--- config.mk ---
export PLATFORM = sky130hd
export DESIGN_NAME = fetch_controller
export DESIGN_NICKNAME = d
export VERILOG_FILES = /design/src/rtl/fetch_pkg.sv /design/src/rtl/fetch_queue.sv /design/src/rtl/fetch_controller.sv
export SDC_FILE = /design/constraint.sdc
export NUM_CORES = 1
export LEC_CHECK = 0
export CAP_MARGIN = 25
export CORE_MARGIN = 4
export CORE_UTILIZATION = 46
export CTS_CLUSTER_SIZE = 40
export DETAILED_ROUTE_END_ITERATION = 10
export PLACE_DENSITY = 0.75
export RECOVER_POWER = 50
export REMOVE_ABC_BUFFERS = 1
export SETUP_SLACK_MARGIN = 0.5
export SYNTH_ARGS = -nofsm -noshare
export SYNTH_HDL_FRONTEND = slang
export SYNTH_SLANG_ARGS = --single-unit
export TNS_END_PERCENT = 10
--- constraint.sdc ---
create_clock -name clk -period 4.5 [get_ports clk]
set_input_delay 0.45 -clock clk [delete_from_list [all_inputs] [get_ports clk]]
set_output_delay 0.45 -clock clk [all_outputs]
set_load 0.005 [all_outputs]
--- src/rtl/fetch_pkg.sv ---
// Shared types for the instruction fetch unit.
// State encoding, fetch entry layout and pc legality helper.
package fetch_pkg;

  typedef enum logic [1:0] {
    IDLE  = 2'd0,
    FETCH = 2'd1,
    HALT  = 2'd2
  } state_t;

  localparam logic [31:0] INSTR_BYTES = 32'd4;

  typedef struct packed {
    logic [31:0] pc;
    logic [31:0] instr;
  } fetch_entry_t;

  // A fetch pc is illegal if misaligned or past the last word.
  function automatic logic pc_illegal(
    input logic [31:0] pc,
    input logic [31:0] mem_bytes
  );
    return (pc[1:0] != 2'b00) ||
           (pc > mem_bytes - INSTR_BYTES);
  endfunction

endpackage

--- src/rtl/fetch_queue.sv ---
// Prefetch FIFO between instruction memory and decode.
// Flush wins over push and pop; a push into a full queue is legal with a pop.
module fetch_queue
  import fetch_pkg::*;
#(
  parameter int unsigned DEPTH = 2,
  localparam int AW = (DEPTH > 1) ? $clog2(DEPTH) : 1,
  localparam int CW = $clog2(DEPTH) + 1
) (
  input  logic         i_clk,
  input  logic         i_reset,
  input  logic         i_push,
  input  logic         i_pop,
  input  logic         i_flush,
  input  fetch_entry_t i_data,
  output fetch_entry_t o_data,
  output logic         o_full,
  output logic         o_empty,
  output logic [CW-1:0] o_count
);

  fetch_entry_t  r_mem [DEPTH];
  logic [AW-1:0] r_rd;
  logic [AW-1:0] r_wr;
  logic [CW-1:0] r_count;
  logic          w_pop;
  logic          w_push;

  assign o_empty = (r_count == '0);
  assign o_full  = (r_count == CW'(DEPTH));
  assign o_count = r_count;
  assign o_data  = r_mem[r_rd];

  assign w_pop  = i_pop & ~o_empty;
  assign w_push = i_push & (~o_full | w_pop);

  // Storage is not reset; pointers alone define what is valid.
  always_ff @(posedge i_clk) begin
    if (w_push) begin
      r_mem[r_wr] <= i_data;
    end
  end

  // Pointer and occupancy tracking.
  always_ff @(posedge i_clk) begin
    if (i_reset || i_flush) begin
      r_rd    <= '0;
      r_wr    <= '0;
      r_count <= '0;
    end else begin
      if (w_push) r_wr <= r_wr + AW'(1);
      if (w_pop)  r_rd <= r_rd + AW'(1);
      unique case ({w_push, w_pop})
        2'b10:   r_count <= r_count + CW'(1);
        2'b01:   r_count <= r_count - CW'(1);
        default: r_count <= r_count;
      endcase
    end
  end

endmodule

--- src/rtl/fetch_controller.sv ---
// Fetch unit: owns the pc, fills the prefetch queue and
// handles redirects and illegal-address faults.
module fetch_controller
  import fetch_pkg::*;
#(
  parameter int unsigned MEM_BYTES   = 256,
  parameter int unsigned QUEUE_DEPTH = 2,
  parameter logic [31:0] RESET_PC    = 32'h0
) (
  input  logic        clk,
  input  logic        reset,
  output logic [31:0] imem_pc,
  input  logic [31:0] imem_instr,
  input  logic        redirect_valid,
  input  logic [31:0] redirect_pc,
  output logic        out_valid,
  input  logic        out_ready,
  output logic [31:0] out_instr,
  output logic [31:0] out_pc,
  output logic        fault,
  output logic [31:0] fault_pc
);

  localparam int CW = $clog2(QUEUE_DEPTH) + 1;
  localparam logic [31:0] LIMIT = 32'(MEM_BYTES);

  state_t       r_state;
  logic [31:0]  r_pc;
  logic         r_fault;
  logic [31:0]  r_fault_pc;

  fetch_entry_t w_in;
  fetch_entry_t w_head;
  logic         w_full;
  logic         w_empty;
  logic [CW-1:0] w_count;
  logic         w_pop;
  logic         w_push;
  logic         w_flush;
  logic         w_illegal;

  assign w_illegal = pc_illegal(r_pc, LIMIT);
  assign w_pop     = ~w_empty & out_ready;
  assign w_flush   = redirect_valid & (r_state != IDLE);
  assign w_push    = (r_state == FETCH) & ~redirect_valid &
                     ~w_illegal & (~w_full | w_pop);
  assign w_in      = '{pc: r_pc, instr: imem_instr};

  fetch_queue #(
    .DEPTH(QUEUE_DEPTH)
  ) u_queue (
    .i_clk  (clk),
    .i_reset(reset),
    .i_push (w_push),
    .i_pop  (w_pop),
    .i_flush(w_flush),
    .i_data (w_in),
    .o_data (w_head),
    .o_full (w_full),
    .o_empty(w_empty),
    .o_count(w_count)
  );

  assign imem_pc   = r_pc;
  assign out_valid = (w_count != '0);
  assign out_instr = w_empty ? 32'h0 : w_head.instr;
  assign out_pc    = w_empty ? 32'h0 : w_head.pc;
  assign fault     = r_fault;
  assign fault_pc  = r_fault_pc;

  // Fetch FSM: pc advance, redirect handling and sticky fault.
  always_ff @(posedge clk) begin
    if (reset) begin
      r_state    <= IDLE;
      r_pc       <= RESET_PC;
      r_fault    <= 1'b0;
      r_fault_pc <= '0;
    end else begin
      unique case (r_state)
        IDLE: r_state <= FETCH;
        FETCH: begin
          if (redirect_valid) begin
            r_pc <= redirect_pc;
          end else if (w_illegal) begin
            r_state    <= HALT;
            r_fault    <= 1'b1;
            r_fault_pc <= r_pc;
          end else if (w_push) begin
            r_pc <= r_pc + INSTR_BYTES;
          end
        end
        HALT: begin
          if (redirect_valid) begin
            r_state <= FETCH;
            r_pc    <= redirect_pc;
            if (!pc_illegal(redirect_pc, LIMIT)) begin
              r_fault <= 1'b0;
            end
          end
        end
        default: r_state <= IDLE;
      endcase
    end
  end

endmodule

==> metrics, run 1 <==
outcome finished with violations; failing checks capacitance limit, slew limit; Residual DRC 0; CP top delay family compound AO/OA/AOI/OAI gates; Final Setup Violations 0; total core area 0.0183 sq mm; worst hold slack 0.458 ns; clock slew at reported path FFs 0.07 ns; Most used DFF post-synth edfxtp_1; post-synthesis xor/xnor area fraction 0.403%; Distinct cells, synth 60; die span in x 145 um; hold crit path type reg -> reg; Syn Area/Cell 11.9 sq um; number of non-filler instances in the completed layout 1145; detailed placement HPWL 14100 um; R2R depth 6; Synth Area in Compound Gates 9.42%; Max-Cap Viols 1; sequential share of the synthesized area 60.8%; fmax 0.306 GHz; Slowest cell on crit path a31oi_1; drt initial violations 399; total track usage 19.9%; clk sinks 200; clk buf depth 2; Gate Count Post-Synth 729; Setup WS pre-CTS 1.46 ns; mux cell area share after synthesis 11.1%; Antenna diodes 0; Rel. slew slack -50.9%; type of the worst setup path reg -> reg; #FFs+latches synth 200; initial antenna violation count 0; CP cell instances inv_1 > ha_1 > nor3b_1 > a31oi_1 > o21ai_0 > a21oi_1; Setup TNS 0 ns; yosys warns 0; placed cell count 1113; root buf cell clkbuf_16; IO Port Bufs 197; Initial Util 47.5%; worst-path maximum fanout 27; area of the mapped netlist 0.00869 sq mm; number of synthesized flops with an enable pin 128; post-route cell area 0.0113 sq mm; Hold Buf Count CTS 0; Final Hold Viols 0; ys async rst share 0%; crit path time final 3.27 ns; actual slew at the worst max-slew pin 2.25 ns; clock skew 0.00926 ns; Worst-Skew Late Latency 0.43 ns; most frequent cells in the layout 128 x edfxtp_1, 119 x nor2_1, 99 x clkdlybuf4s50_1; GPL Wtd Cong 0.822; Tcrit/Tclk final 72.6%; postcts setup bufs 0; fillcell total 1481; Top Ports 198; post-DR wirelength/cell 18.4 um; worst path arrival time 3.62 ns; Die H 145 um; Reg-to-Reg End imem_pc[19]$_SDFFE_PP0P_; largest net degree at the start of global routing 65; global route total overflow 0; DR pass1 iterations 5; wire length of the first global-routing pass 33700 um; Cell Pwr Density 475 mW/mm^2; total vias in the final route 6221; Post-Synth Adder-Cell Area 1.01%; CP required 4.86 ns; wirelength, routed 21100 um; largest family of logic cells by synthesized area simple AND/OR/NAND/NOR gates; most common cell after layout, fill and taps aside edfxtp_1; maximum vdd drop 0.000392 V; Worst path depth 6; Final Worst Setup Slack 1.23 ns; DP Area 0.0107 sq mm; Bufs and invs on worst path 1; vias in the first global route 5883; reg2reg setup slack 1.23 ns; max-slew violation count 28; largest stage delay on the critical path 1.61 ns; depth of the CTS H-tree 4; CP Launch Point r_state[0]$_SDFFE_PP0P_; RSZ-0062 raised after global routing no; layout cell share with drive strength beyond 1 5.90%; ANT nets after route 0; vias per inst 5.43; total CTS buffers 17; Layout area overhead 30.0%; CTS tree done; r2r startpoint r_state[0]$_SDFFE_PP0P_; die footprint 0.0211 sq mm; Worst Setup End Kind register; cts repair resizes 0; nets 978; crit path launch type register; Row Count 49; Leak 4.09 nW; Post-Synth Simple-Gate Area 13.4%; Critical Path End imem_pc[19]$_SDFFE_PP0P_
## how the worst min path moves through the flow
stage,start,endpoint,cells after the start
3_3_place_gp,fault_pc[26]$_SDFFE_PP0P_,fault_pc[26]$_SDFFE_PP0P_,2
5_1_grt,fault_pc[26]$_SDFFE_PP0P_,fault_pc[26]$_SDFFE_PP0P_,2
4_1_cts,fault_pc[26]$_SDFFE_PP0P_,fault_pc[26]$_SDFFE_PP0P_,2
3_5_place_dp,fault_pc[26]$_SDFFE_PP0P_,fault_pc[26]$_SDFFE_PP0P_,2
6_report,fault_pc[27]$_SDFFE_PP0P_,fault_pc[27]$_SDFFE_PP0P_,2
2_1_floorplan,fault_pc[26]$_SDFFE_PP0P_,fault_pc[26]$_SDFFE_PP0P_,2
## registers in the layout, indices dropped and copies added, names as in the netlist, named ones only
signal	cells
u_queue.r_wr	1
r_state	2
imem_pc	32
fault	1
u_queue.o_count	2
u_queue.r_rd	1
fault_pc	32
u_queue.r_mem	128
## layer usage
metal	wire length (um)	global-route usage, %	part of all wire (%)	vias up
li1	-	-	-	3040
met1	9680	27.6	46	2942
met2	9920	32.4	47	224
met3	1290	4.64	6.1	15
met4	174	4.13	0.83	0
met5	0	0	0	-
## per-stage QoR
step	utilization (%)	total power (W)
final	61.8	0.00537
after CTS	61.9	0.00551
after floorplan	-	0.00328
after global placement	58.7	0.00399
after global routing	61.8	0.00566
after detailed placement	58.8	0.00402
## cells by family (layout without fill, tap and decap cells)
group / after synthesis / in the layout
and+or+nand+nor: 243 / 243
DFF: 200 / 200
AOI/OAI and AO/OA: 122 / 122
muxes: 96 / 96
buffers and inverters: 57 / 244
adders and majority gates: 7 / 7
xor gates and xnor gates: 4 / 4
## layout make-up
class	count	area, sq um	share of cell area (%)
multi-input cells	472	3070	27.2
clock buffers	23	479	4.24
inverters	6	22.5	0.199
clock inverters	9	91.3	0.809
repair buffers	206	2050	18.2
well taps	229	287	2.54
flip-flops and latches	200	5290	46.8
## power by group
| group | switching, W | internal, W | total (W) |
|---|---|---|---|
| Sequential | 0.000289 | 0.00220 | 0.00248 |
| Combinational | 0.000760 | 0.000648 | 0.00141 |
| Clock | 0.000657 | 0.000816 | 0.00147 |
## cells in the mapped netlist, types with 10 or more instances
library cell  count  area [sq um]
dfxtp_1          72          1440
edfxtp_1        128          3840
nand3_1          11          55.1
nor4_1           11          68.8
nand4_1          10          62.6
clkbuf_1         14          52.6
mux2i_1          95           951
a21oi_1          42           210
nor2_1          122           458
nand2_1          45           169
buf_2            17          85.1
o21ai_0          21           105
## worst min-delay path: cells and delay by family (launching register included)
family             cells  cell delay, ns
AOI/OAI and AO/OA      1            0.05
DFF                    1            0.31
and+or+nand+nor        1            0.05
(Power assumes the default switching activity.)
==> inputs of run 2 (changes only) <==
--- a/config.mk
+++ b/config.mk
@@ -7,10 +7,10 @@
 export LEC_CHECK = 0
 export CAP_MARGIN = 25
 export CORE_MARGIN = 4
-export CORE_UTILIZATION = 46
+export CORE_UTILIZATION = 50
 export CTS_CLUSTER_SIZE = 40
 export DETAILED_ROUTE_END_ITERATION = 10
-export PLACE_DENSITY = 0.75
+export PLACE_DENSITY = 0.78
 export RECOVER_POWER = 50
 export REMOVE_ABC_BUFFERS = 1
 export SETUP_SLACK_MARGIN = 0.5
==> constraint.sdc (replaced) <==
create_clock -name clk -period 3.1 [get_ports clk]
set_input_delay 0.31 -clock clk [delete_from_list [all_inputs] [get_ports clk]]
set_output_delay 0.31 -clock clk [all_outputs]
set_load 0.005 [all_outputs]
==> run 2 against run 1 <==
Compared with the run above: die area fell by 7.6%; critical endpoint is now imem_pc[26]$_SDFFE_PP0P_; register-to-register slack worse by 0.73 ns; clock skew barely moved; global-route usage up 1.7 points; via count grew 4.1%; setup slack got worse by 0.73 ns; critical path type unchanged; worst hold slack got worse by 0.10 ns; the flow now finishes without violations; utilization increased by 6.4 points; final cell count grew 1.0%.
==> metrics, run 2 (synthesized netlist as in run 1, its figures left out) <==
outcome finished, final reports clean; wire length of the first global-routing pass 33600 um (-0.12%); Die H 140 um (-3.9%); total core area 0.0168 sq mm (-7.9%); worst hold slack 0.358 ns (-0.100 ns); most frequent cells in the layout 128 x edfxtp_1, 119 x nor2_1, 105 x dlygate4sd3_1; Row Count 47 (-4.1%); Tcrit/Tclk final 83.8% (+11 points); Leak 4.20 nW (+2.8%); Initial Util 51.6% (+4.1 points); worst-path maximum fanout 12 (-56%); worst path arrival time 2.95 ns (-0.67 ns); Rel. slew slack 28.1% (+79 points); total vias in the final route 6479 (+4.1%); drt initial violations 511 (+28%); fillcell total 1307 (-12%); largest stage delay on the critical path 0.93 ns (-0.68 ns); CP cell instances clkbuf_1 > nand3_1 > nor4_1 > nand3_1 > a21o_1 > a21oi_1; met1 wire length 9470 um (-2.1%); Cell Pwr Density 696 mW/mm^2 (+47%); crit path time final 2.60 ns (-0.669 ns); r2r startpoint imem_pc[14]$_SDFFE_PP0P_; WL met2 10200 um (+2.8%); RSZ-0062 raised after global routing no; Slowest cell on crit path nor4_1; total CTS buffers 17 (unchanged); max reg flops 128 (unchanged); Worst-Skew Late Latency 0.43 ns (about the same); vias in the first global route 6040 (+2.7%); placed cell count 1123 (+0.90%); root buf cell clkbuf_16; clk sinks 200 (unchanged); CP required 3.45 ns (-1.41 ns); CP Launch Point imem_pc[14]$_SDFFE_PP0P_; Final Setup Violations 0 (unchanged); Top reg by flops u_queue.r_mem; hold crit path type in -> reg; post-DR wirelength/cell 18.6 um (+0.96%); Final Hold Viols 0 (unchanged); initial antenna violation count 0 (unchanged); Max-Cap Viols 0 (-1); largest net degree at the start of global routing 65 (unchanged); Setup TNS 0 ns (unchanged); total track usage 21.7% (+1.7 points); depth of the CTS H-tree 4 (unchanged); ANT nets after route 0 (unchanged); most common cell after layout, fill and taps aside edfxtp_1; Setup WS pre-CTS 0.496 ns (-0.967 ns); Hold Buf Count CTS 0 (unchanged); wirelength, routed 21500 um (+2.0%); die footprint 0.0195 sq mm (-7.6%); Bufs and invs on worst path 1 (unchanged); IO Port Bufs 197 (unchanged); actual slew at the worst max-slew pin 1.07 ns (-1.18 ns); crit path launch type register; vias per inst 5.60 (+3.1%); Worst Setup End Kind register; Max Used Layer met4; Top Ports 198 (unchanged); hold_sp reset; maximum vdd drop 0.000450 V (+15%); clk buf depth 2 (unchanged); CTS tree done; die span in x 140 um (-3.9%); clock slew at reported path FFs 0.07 ns (about the same); DR pass1 iterations 8 (+3); final total power 0.00799 W (+49%); number of non-filler instances in the completed layout 1157 (+1.0%); WL met3 1480 um (+14%); detailed placement HPWL 14600 um (+3.5%); max-slew violation count 0 (-100%); Final Worst Setup Slack 0.503 ns (-0.731 ns); GPL Wtd Cong 0.845 (+2.7%); Crit path top cell by count nand3_1; global route total overflow 0 (unchanged); layout cell share with drive strength beyond 1 7.26% (+1.4 points); nets 998 (+2.0%); type of the worst setup path reg -> reg; Residual DRC 0 (unchanged); clock skew 0.00962 ns (+0.000355 ns); fmax 0.385 GHz (+26%); CP top delay family simple AND/OR/NAND/NOR gates; Layout area overhead 32.1%
run 2: cell types whose count changed in the layout (fill, tap and decap cells not counted), sizes merged:
cell,change
buf,+8
bufinv,+1
clkbuf,+7
clkdlybuf4s50,-8
diode,+1
dlygate4sd3,+8
inv,+4
run 2: layer usage:
metal / vias to the layer above / GRT usage (%)
li1: 3079 / -
met1: 3094 / 30.5
met2: 276 / 34.3
met3: 30 / 4.49
met4: 0 / 6.12
met5: - / 0
run 2: cell type report:
cell class              count  area [sq um]  share of cell area, %
diodes                      1          2.50                 0.0218
clock inverters            14           168                   1.46
clock buffers              18           429                   3.74
well taps                 220           275                   2.40
repair buffers            226          2200                   19.2
inverters                   6          22.5                  0.196
flip-flops and latches    200          5290                   46.1
multi-input cells         472          3080                   26.9
run 2: worst paths after layout:
kind                                     to  slack (ns)  depth (start not counted)
setup / recovery   imem_pc[26]$_SDFFE_PP0P_        0.50                          6
hold / removal     fault_pc[0]$_SDFFE_PP0P_        0.36                          2
setup reg to reg   imem_pc[26]$_SDFFE_PP0P_        0.50                          6
hold reg to reg   fault_pc[26]$_SDFFE_PP0P_        0.46                          2
run 2: timing repair:
| item | 4_1_cts | 5_1_grt |
|---|---|---|
| setup buffers | 1 | 0 |
| resized for setup | 0 | 1 |
| setup endpoints to repair | 1 | 2 |
| pin swaps | 1 | 0 |
run 2: where the power goes:
group	internal [W]	total [W]	leakage, nW	switching, W
Sequential	0.00318	0.00350	1.75	0.000317
Combinational	0.000986	0.00227	2.17	0.00128
Clock	0.00121	0.00222	0.285	0.00101
run 2: stage by stage:
stage | instance area [sq um] | util, %
floorplan | 8380 | -
global placement | 10900 | 64.9
detailed placement | 10900 | 64.9
CTS | 11500 | 68.5
global route | 11500 | 68.2
finish | 11500 | 68.2
==> inputs of run 3 (changes only) <==
--- a/config.mk
+++ b/config.mk
@@ -7,10 +7,10 @@
 export LEC_CHECK = 0
 export CAP_MARGIN = 25
 export CORE_MARGIN = 4
-export CORE_UTILIZATION = 50
+export CORE_UTILIZATION = 46
 export CTS_CLUSTER_SIZE = 40
 export DETAILED_ROUTE_END_ITERATION = 10
-export PLACE_DENSITY = 0.78
+export PLACE_DENSITY = 0.75
 export RECOVER_POWER = 50
 export REMOVE_ABC_BUFFERS = 1
 export SETUP_SLACK_MARGIN = 0.5
==> constraint.sdc (replaced) <==
create_clock -name clk -period 2.11 [get_ports clk]
set_input_delay 0.211 -clock clk [delete_from_list [all_inputs] [get_ports clk]]
set_output_delay 0.211 -clock clk [all_outputs]
set_load 0.005 [all_outputs]
==> run 3 against run 2 <==
Compared with the run above: the run now ends with setup timing left; sequential power increased by 41%; critical path depth increased by 3; combinational power increased by 140%; non-clock buffer count increased by 59; count of clock-buffer cells in the layout unchanged; largest cell class unchanged; total power increased by 70%; final cell count increased by 6.0%; die area increased by 8.2%.
==> metrics, run 3 (synthesized netlist as in run 1, its figures left out) <==
outcome finished with violations; failing checks setup timing; DR pass1 iterations 5 (-3); CP top delay family compound AO/OA/AOI/OAI gates; depth of the CTS H-tree 4 (unchanged); clock skew 0.0103 ns (+0.000679 ns); die span in x 145 um (+4.0%); Worst Setup End Kind register; Leak 5.11 nW (+22%); hold crit path type in -> reg; Worst path depth 9 (+3); RSZ-0062 raised after global routing yes; global route total overflow 0 (unchanged); R2R depth 9 (+3); Cell Pwr Density 1070 mW/mm^2 (+54%); die footprint 0.0211 sq mm (+8.2%); IO Port Bufs 197 (unchanged); largest stage delay on the critical path 0.33 ns (-0.60 ns); Final Worst Setup Slack -0.00755 ns (-0.510 ns); nets 1059 (+6.1%); Worst-Skew Late Latency 0.43 ns (about the same); crit path time final 2.12 ns (-0.480 ns); Hold Buf Count CTS 0 (unchanged); worst hold slack 0.286 ns (-0.0715 ns); register share of total power 36.6% (-7.2 points); most frequent cells in the layout 128 x edfxtp_1, 100 x nor2_1, 78 x clkdlybuf4s50_1; Layout area overhead 45.7%; actual slew at the worst max-slew pin 0.603 ns (-0.466 ns); total track usage 22.6% (+0.89 points); vias in the first global route 6634 (+9.8%); Crit path top cell by count buf_4; post-DR wirelength/cell 20.7 um (+11%); Residual DRC 0 (unchanged); Hold Path Stages 2 (unchanged); fmax 0.472 GHz (+23%); Clk pwr share 22.6% (-5.2 points); max-slew violation count 0 (unchanged); layout cell share with drive strength beyond 1 29.5% (+22 points); drt initial violations 497 (-2.7%); maximum vdd drop 0.000859 V (+91%); Top Ports 198 (unchanged); Initial Util 47.5% (-4.1 points); worst path arrival time 2.43 ns (-0.52 ns); total core area 0.0183 sq mm (+8.6%); type of the worst setup path reg -> reg; ANT nets after route 0 (unchanged); wirelength, routed 25300 um (+18%); Top reg by flops u_queue.r_mem; total CTS buffers 17 (unchanged); Row Count 49 (+4.3%); Die H 145 um (+4.0%); Rel. slew slack 59.8% (+32 points); Setup TNS -0.00756 ns (-0.00756 ns); detailed placement HPWL 15500 um (+5.9%); GPL Wtd Cong 0.852 (+0.90%); vias per inst 5.68 (+1.4%); total vias in the final route 6960 (+7.4%); worst-path maximum fanout 6 (-6); CTS tree done; P_sw 0.00470 W (+81%); clock slew at reported path FFs 0.07 ns (about the same); clk sinks 200 (unchanged); Final Hold Viols 0 (unchanged); final total power 0.0135 W (+70%); Bufs and invs on worst path 4 (+3); CP cell instances nor4_4 > buf_4 > and4_4 > buf_4 > buf_8 > a31o_4 > buf_6 > a21oi_2 > a311oi_2; switching share of power 34.7% (+2.2 points); root buf cell clkbuf_16; wire length of the first global-routing pass 37700 um (+12%); Final Setup Violations 2 (+2); largest net degree at the start of global routing 40 (-38%); clk buf depth 2 (unchanged); Slowest cell on crit path dfxtp_2; crit path launch type register; initial antenna violation count 0 (unchanged); max reg flops 128 (unchanged); CP required 2.42 ns (-1.03 ns); internal power 0.00884 W (+64%); Comb power frac 40.8% (+12 points); most common cell after layout, fill and taps aside edfxtp_1; Max-Cap Viols 0 (unchanged); Antenna diodes 0 (-1); Tcrit/Tclk final 100% (+17 points)
## run 3: cell count changes in the layout (fill, tap and decap cells not counted), moves of 13 or more
cell | previous run | this run
a21oi_2 | 0 | 16
nor2_1 | 119 | 100
buf_2 | 1 | 52
dlymetal6s2s_1 | 0 | 29
dlygate4sd3_1 | 105 | 32
clkdlybuf4s50_1 | 91 | 78
a21oi_1 | 42 | 24
buf_6 | 0 | 27
buf_4 | 12 | 30
mux2i_1 | 95 | 76
## run 3: timing repair
item,in CTS,in global routing
pin swaps,7,110
setup buffers,12,0
cloned,9,0
gates resized for setup,69,378
setup endpoints to repair,293,293
## run 3: metrics by stage
stage               area (sq um)  cells  utilization, %  worst slack [ns]
global route               12700   1226            69.3           -0.0897
CTS                        12300   1226            67.1            0.0424
floorplan                   8380    678               -             -2.32
finish                     12700   1226            69.3          -0.00755
detailed placement         11300   1173            62.0           -0.0352
global placement           11300   1173            62.0           -0.0310
## run 3: cell type report
| cell class | count | area, sq um |
|---|---|---|
| Tap cell | 229 | 287 |
| Timing Repair Buffer | 285 | 2840 |
| Sequential cell | 200 | 5310 |
| Fill cell | 1344 | 5610 |
| Clock inverter | 14 | 115 |
| Clock buffer | 18 | 439 |
| Inverter | 6 | 22.5 |
| Multi-Input combinational cell | 474 | 3650 |
## run 3: path summary, 6_finish.rpt
path,slack (ns),end,startpoint
worst max-delay path,-0.008,imem_pc[12]$_SDFFE_PP0P_,imem_pc[15]$_SDFFE_PP0P_
worst min-delay path,0.29,fault_pc[10]$_SDFFE_PP0P_,reset
worst max register to register,-0.008,imem_pc[12]$_SDFFE_PP0P_,imem_pc[15]$_SDFFE_PP0P_
worst min register to register,0.45,fault_pc[27]$_SDFFE_PP0P_,fault_pc[27]$_SDFFE_PP0P_
## run 3: power by group through the flow
stage | sequential, W | clock, W | combinational (W)
global route | 0.00499 | 0.00329 | 0.00585
finish | 0.00495 | 0.00306 | 0.00552
global placement | 0.00495 | 0 | 0.00434
detailed placement | 0.00497 | 0 | 0.00442
floorplan | 0.00523 | 0 | 0.00176
CTS | 0.00490 | 0.00313 | 0.00498
## run 3: worst reg2reg max path: cells and delay by family, from the launching register on
family	cells	cell delay, ns
compound gates	3	0.63
flops	1	0.33
buf+inv	4	0.53
simple gates	2	0.51
## run 3: layer usage
layer / routed length, um / GRT usage [%] / up-vias
li1: - / - / 3208
met1: 11100 / 30.3 / 3418
met2: 12300 / 37.0 / 293
met3: 1460 / 5.23 / 41
met4: 509 / 6.27 / 0
met5: 0 / 0 / -
